$ cat src/rtl/pipe_ctrl.sv
// Pipeline sequencer: turns ex-stage redirects and hold requests into PC redirect,
// per-stage hold and flush controls, deferring redirects while the fetch port is busy.
module pipe_ctrl #(
   parameter int ADDR_W       = 32,
   parameter int FLUSH_CYCLES = 1,
   parameter int TIMEOUT      = 255
) (
   input  logic              clk,
   input  logic              rst,
   input  logic              jump_en_i,
   input  logic [ADDR_W-1:0] jump_addr_i,
   input  logic              hold_ex_i,
   input  logic              hold_bus_i,
   output logic              jump_en_o,
   output logic [ADDR_W-1:0] jump_addr_o,
   output logic              hold_pc_o,
   output logic              hold_if_id_o,
   output logic              hold_id_ex_o,
   output logic              flush_if_id_o,
   output logic              flush_id_ex_o,
   output logic              hold_timeout_o
);

   localparam int FC_W = $clog2(FLUSH_CYCLES + 1);
   localparam int HC_W = (TIMEOUT < 1) ? 1 : $clog2(TIMEOUT + 1);
   localparam logic [FC_W-1:0] FLUSH_LOAD = FC_W'(FLUSH_CYCLES - 1);
   localparam logic [HC_W-1:0] HCNT_SAT   = HC_W'(TIMEOUT);

   typedef enum logic [1:0] {
      RUN   = 2'd0,
      PEND  = 2'd1,
      FLUSH = 2'd2
   } state_t;

   state_t            state;
   logic [ADDR_W-1:0] pend_addr;
   logic [FC_W-1:0]   fcnt;
   logic [HC_W-1:0]   hcnt;
   logic              hold_any;

   assign hold_any = hold_ex_i | hold_bus_i;

   always_ff @(posedge clk or negedge rst) begin
      if (!rst) begin
         state          <= RUN;
         pend_addr      <= '0;
         fcnt           <= '0;
         hcnt           <= '0;
         hold_timeout_o <= 1'b0;
      end else begin
         case (state)
            RUN: begin
               if (!hold_ex_i && jump_en_i) begin
                  if (hold_bus_i) begin
                     pend_addr <= jump_addr_i;
                     state     <= PEND;
                  end else if (FLUSH_CYCLES > 1) begin
                     fcnt  <= FLUSH_LOAD;
                     state <= FLUSH;
                  end
               end
            end
            PEND: begin
               if (!hold_bus_i) begin
                  if (FLUSH_CYCLES > 1) begin
                     fcnt  <= FLUSH_LOAD;
                     state <= FLUSH;
                  end else begin
                     state <= RUN;
                  end
               end
            end
            FLUSH: begin
               if (fcnt <= FC_W'(1)) begin
                  fcnt  <= '0;
                  state <= RUN;
               end else begin
                  fcnt <= fcnt - FC_W'(1);
               end
            end
            default: state <= RUN;
         endcase

         // Watchdog: the flag sets on the same edge the counter reaches TIMEOUT.
         if (!hold_any) begin
            hcnt <= '0;
         end else if (hcnt != HCNT_SAT) begin
            hcnt <= hcnt + HC_W'(1);
         end
         if (TIMEOUT != 0 && hold_any && (32'(hcnt) + 32'd1 >= 32'(TIMEOUT))) begin
            hold_timeout_o <= 1'b1;
         end
      end
   end

   // Outputs are forced low while reset is asserted, whatever the inputs say.
   always_comb begin
      jump_en_o     = 1'b0;
      jump_addr_o   = '0;
      hold_pc_o     = 1'b0;
      hold_if_id_o  = 1'b0;
      hold_id_ex_o  = 1'b0;
      flush_if_id_o = 1'b0;
      flush_id_ex_o = 1'b0;
      if (rst) begin
         case (state)
            RUN: begin
               if (hold_ex_i) begin
                  hold_pc_o    = 1'b1;
                  hold_if_id_o = 1'b1;
                  hold_id_ex_o = 1'b1;
               end else if (jump_en_i) begin
                  flush_if_id_o = 1'b1;
                  flush_id_ex_o = 1'b1;
                  if (hold_bus_i) begin
                     hold_pc_o = 1'b1;
                  end else begin
                     jump_en_o   = 1'b1;
                     jump_addr_o = jump_addr_i;
                  end
               end else if (hold_bus_i) begin
                  hold_pc_o     = 1'b1;
                  hold_if_id_o  = 1'b1;
                  flush_id_ex_o = 1'b1;
               end
            end
            PEND: begin
               flush_if_id_o = 1'b1;
               flush_id_ex_o = 1'b1;
               if (hold_bus_i) begin
                  hold_pc_o = 1'b1;
               end else begin
                  jump_en_o   = 1'b1;
                  jump_addr_o = pend_addr;
               end
            end
            FLUSH: begin
               flush_if_id_o = 1'b1;
               flush_id_ex_o = 1'b1;
            end
            default: begin
               jump_en_o = 1'b0;
            end
         endcase
      end
   end

endmodule

$ cat config.mk
export PLATFORM = sky130hd
export DESIGN_NAME = pipe_ctrl
export DESIGN_NICKNAME = d
export VERILOG_FILES = /design/src/rtl/pipe_ctrl.sv
export SDC_FILE = /design/constraint.sdc
export NUM_CORES = 1
export LEC_CHECK = 0
export BUFFER_PORTS_ARGS = -buffer_cell sky130_fd_sc_hd__buf_2
export CAP_MARGIN = 30
export CORE_MARGIN = 10
export CORE_UTILIZATION = 40
export CTS_CLUSTER_DIAMETER = 80
export CTS_CLUSTER_SIZE = 16
export DETAILED_ROUTE_END_ITERATION = 10
export PLACE_DENSITY = 0.69
export SLEW_MARGIN = 25
export SYNTH_ARGS = -nofsm -noshare
export SYNTH_HDL_FRONTEND = slang
export SYNTH_SLANG_ARGS = --single-unit
$ cat constraint.sdc
create_clock -name clk -period 2.3 [get_ports clk]
set_input_delay 0.46 -clock clk [delete_from_list [all_inputs] [get_ports clk]]
set_output_delay 0.46 -clock clk [all_outputs]
set_load 0.01 [all_outputs]
# Word level (Yosys, flattened, before mapping)
# Cells that the tools add are included.
# op_classes
n_reduce_logical,7
n_eq_ne,8
order_cmp,2
n_mux,38
bitwise_logic,1
n_addsub,3
# op_table
op,count
two-way mux 32 bit,5
case mux 32 bit (2 select lines),1
two-way mux 1 bit,21
two-way mux 8 bit,2
adder 8 x 1 -> 9 bit (second input constant),1
>= comparator 9 x 8 -> 1 bit (second input constant),1
adder 8 x 1 -> 8 bit (second input constant),1
two-way mux 2 bit,4
inequality test 2 bit (second input constant),4
inequality test 8 bit (second input constant),1
case mux 1 bit (2 select lines),4
case mux 2 bit (3 select lines),1
AND reduction 4 bit,1
AND reduction 3 bit,1
== test 2 x 1 -> 1 bit (second input constant),1
== test 2 bit (second input constant),1
logical AND 1 bit,2
logical NOT 2 bit,1
inequality test 2 x 1 -> 1 bit (second input constant),1
OR reduction 2 bit,1
less-or-equal comparator 1 bit (second input constant),1
logical NOT 1 bit,1
bitwise OR 1 bit,1
subtractor 1 bit (second input constant),1
# totals
inputBits,37
out_inout_bits,39
register_bits,44
wordCells,64

# Depth between registers and ports, before layout
# depth
word_depth,5
depth_mapped,7
mapped_depth_nobuf,6

# Worst setup path before layout
# Ideal clock, no wire load.
# synth_path
path_type,input -> output
start,input hold_ex_i
end,output jump_addr_o[1]
path_buffers,2
stages,5
path_slack_ps,383
t_required_ps,1840
t_arrival_ps,1457
cell_sequence,buf_2 > nor4_4 > buf_2 > a22oi_1 > nor2b_1
# synth_between
elab_chain_cells,3
# synth_lines
item,line_no,rtl
"start, declared",12,"input logic hold_ex_i,"
two-way mux 32 bit,108,if (hold_ex_i) begin
case mux 32 bit (2 select lines),106,case (state)
two-way mux 32 bit,105,if (rst) begin
"end, declared",15,"output logic [ADDR_W-1:0] jump_addr_o,"
# Every way passes these cells.

# Worst setup path in the final report
# layout_path
start,register state[0]
end,output jump_addr_o[1]
# layout_between
elab_chain_cells,3
word_cells_on_any_way,4
classes_between,eq/ne: 1; mux: 2; reduce/logical: 1
# layout_lines
item,line_no,rtl
"start, declared",35,state_t state;
"start signal, assigned",45,state <= RUN;
"start signal, assigned",56,state <= PEND;
"start signal, assigned",59,state <= FLUSH;
== test 2 x 1 -> 1 bit / logical NOT 2 bit (equally long branches),106,
case mux 32 bit (2 select lines) (*),106,
two-way mux 32 bit (*),105,
# Mark *: on every way between the ends. The rest lies on a longest branch, timed or not.

==> flow_summary.json <==
{
  "cts_tree": "yes",
  "reg2reg_depth": 6,
  "combPwrFrac_pct": 22.2,
  "start_util_pct": 41.9,
  "fmax_ghz": 0.458,
  "h-tree-depth": 2,
  "crit_path_start_kind": "register",
  "clock_path_buffers": 2,
  "port_buffers": 75,
  "syn_area_per_cell_um2": 10.8,
  "endpoint_kind": "primary output",
  "worstSetupStartpoint": "state[0]",
  "multi_input_area_um2": 1180,
  "cts_inserted_buffers": 5,
  "ios": 76,
  "fin_crit_sh_pct": 94.8,
  "fin_crit_ns": 2.18,
  "die_area_um2": 9340,
  "antenna_found_initial": 0,
  "grtUsageMet1_pct": 15.2,
  "hold_viol_final": 0,
  "synthArstFlopShare_pct": 100,
  "hold_ws_ns": 0.104,
  "yosysTopAreaCell": "dfrtp_1",
  "fin_area_um2": 2930,
  "synth_cell_types": 32,
  "ff_latch_area_um2": 1050,
  "cts_hold_buf": 0,
  "yosys_warnings": 0,
  "drt-initial-drc-count": 64,
  "ant_nets": 0,
  "area_growth_pct": 24.5,
  "wire_per_inst_um": 15.2,
  "drt_pre_antenna_iters": 4,
  "synth_top_cell_area_share_pct": 44.7,
  "yosysMostFrequentCell": "dfrtp_1",
  "clkPwrFrac_pct": 25.9,
  "power_leakage_nw": 1.30,
  "pwr-share-seq_pct": 51.9,
  "synth-edff-count": 0,
  "ys_seq_area_share_pct": 44.7,
  "place.gp.congestion": 0.765,
  "irDropWorstVdd_v": 0.000405,
  "rr_endpoint": "hold_timeout_o",
  "syn_area_um2": 2350,
  "grt_use_met2_pct": 18.0,
  "num_rows": 27,
  "grtUsageTotal_pct": 11.8,
  "swShare_pct": 28.4,
  "gr-total-overflow": 0,
  "clk_pin_slew_ns": 0.08,
  "insertion_delay_ns": 0.29,
  "grt_max_degree": 36,
  "worst_pin_slew_ns": 0.433,
  "ys_ff_latch": 42,
  "r2r_slack_ns": 0.68,
  "wl_mm": 5.58,
  "final.setup_skew_ns": 0.00880,
  "grtUsageMet3_pct": 4.83,
  "die_w_um": 96.7,
  "die_h_um": 96.7,
  "synthFlopType": "dfrtp_1",
  "required_ns": 1.84,
  "layout-drive-gt1-share_pct": 43.9,
  "finalSetupViolCount": 0,
  "hold_class": "in2async",
  "maxSlewViolCount": 0,
  "drc": 0,
  "status": "completed",
  "critPathMaxFanout": 20,
  "arrival_ns": 1.72,
  "tns_ns": 0,
  "vias_per_cell": 5.21,
  "power_density_nw_per_um2": 650,
  "hpwl_mm": 4.16,
  "nets": 332,
  "antenna_cells": 0,
  "nFillCells": 511,
  "netlist_instances": 218,
  "postPlaceCellArea_um2": 2830,
  "endpoint": "jump_addr_o[1]",
  "grt_most_used_layer": "met2",
  "slew-limit-headroom_pct": 71.1,
  "syn_nets": 257,
  "synthTopCellsByArea": "dfrtp_1, mux2_2, a22oi_1, nor2b_1, buf_2",
  "crit_type": "reg2out",
  "grt_setup_unrepaired": "false",
  "numClockSinks": 42,
  "drv_cap": 0,
  "p_int_mw": 1.36,
  "first_global_vias": 1937,
  "vias": 1907,
  "grt_pass1_wl_mm": 9.54,
  "core-area_um2": 5610,
  "switchingPower_mw": 0.541,
  "r2r_start": "hcnt[0]",
  "synth_common_cells": "dfrtp_1, nor2b_1, a22oi_1, mux2_2, nor2_1",
  "root_buffer": "clkbuf_8"
}
[power groups by stage]
| stage | Clock (mW) | Sequential, mW | Combinational [mW] |
|---|---|---|---|
| 4_1_cts | 0.517 | 0.987 | 0.428 |
| 6_report | 0.492 | 0.988 | 0.422 |
| 2_1_floorplan | 0 | 0.972 | 0.303 |
| 5_1_grt | 0.553 | 1.01 | 0.473 |
| 3_5_place_dp | 0 | 1.00 | 0.427 |
| 3_3_place_gp | 0 | 0.995 | 0.416 |
[how the worst min path moves through the flow]
stage | from | to | slack (ns) | cells past startpoint
after detailed placement | rst | hcnt[4] | 0.42 | 1
after CTS | rst | hcnt[7] | 0.10 | 1
after global routing | rst | hcnt[7] | 0.11 | 1
final | rst | hcnt[7] | 0.10 | 1
after global placement | rst | state[0] | 0.43 | 1
after floorplan | rst | hcnt[0] | 0.16 | 0
[per-layer routing]
layer / vias up / share of wire, %
met3: 6 / 8.2
met5: - / 0
met4: 0 / 0.95
met1: 906 / 47
met2: 57 / 43
li1: 938 / -
[cells in the final DEF (no fill, tap or decap), types with 2 or more instances in the layout]
cell type and n:
a211oi_1 3, a21oi_1 5, a22oi_1 32, a31oi_1 4, buf_12 2, buf_2 75, buf_4 9, clkbuf_8 6
dfrtp_1 41, ha_1 2, inv_1 5, mux2_1 3, mux2_2 29, nand2_1 2, nand2b_1 2, nand3_1 2
nand4_1 2, nor2_1 10, nor2b_1 36, nor3_1 3, nor3b_1 3, o22ai_1 2, xnor2_1 2
[critical path, stage by stage, from the launching register on]
cell and delay (ns):
dfrtp_2 0.48, nor4_4 0.32, buf_6 0.23, a22oi_1 0.11, nor2b_1 0.15, buf_2 0.16
[cell families after synthesis]
| family | share of synthesized area, % |
|---|---|
| adders and majority gates | 1.06 |
| buffers and inverters | 5.38 |
| muxes | 15.3 |
| xor gates and xnor gates | 0.745 |
| AOI/OAI and AO/OA | 15.1 |
| DFF | 44.7 |
| and+or+nand+nor | 17.7 |
[area by class of cell]
| cell class | instances | share of cell area, % |
|---|---|---|
| Multi-Input combinational cell | 152 | 40.2 |
| Clock inverter | 2 | 0.428 |
| Tap cell | 72 | 3.08 |
| Sequential cell | 42 | 36.0 |
| Inverter | 5 | 0.641 |
| Clock buffer | 6 | 2.82 |
| Timing Repair Buffer | 87 | 16.9 |
[stage by stage]
| stage | util (%) | power (mW) | instances | setup WS (ns) |
|---|---|---|---|---|
| 2_1_floorplan | - | 1.27 | 218 | 0.383 |
| 4_1_cts | 52.1 | 1.93 | 366 | 0.0279 |
| 6_report | 52.2 | 1.90 | 366 | 0.119 |
| 5_1_grt | 52.2 | 2.04 | 366 | 0.00653 |
| 3_3_place_gp | 50.4 | 1.41 | 358 | 0.214 |
| 3_5_place_dp | 50.4 | 1.43 | 358 | 0.236 |
[sequential cells by signal, indices dropped and copies added (netlist names)]
signal / flops
state: 1
hold_timeout_o: 1
hcnt: 8
pend_addr: 32
[timing repair]
action,CTS,global route
gates resized for setup,0,2
buffers inserted,0,0
endpoints found under the setup margin,0,23
Note: power is estimated with default switching activity, not from simulation.
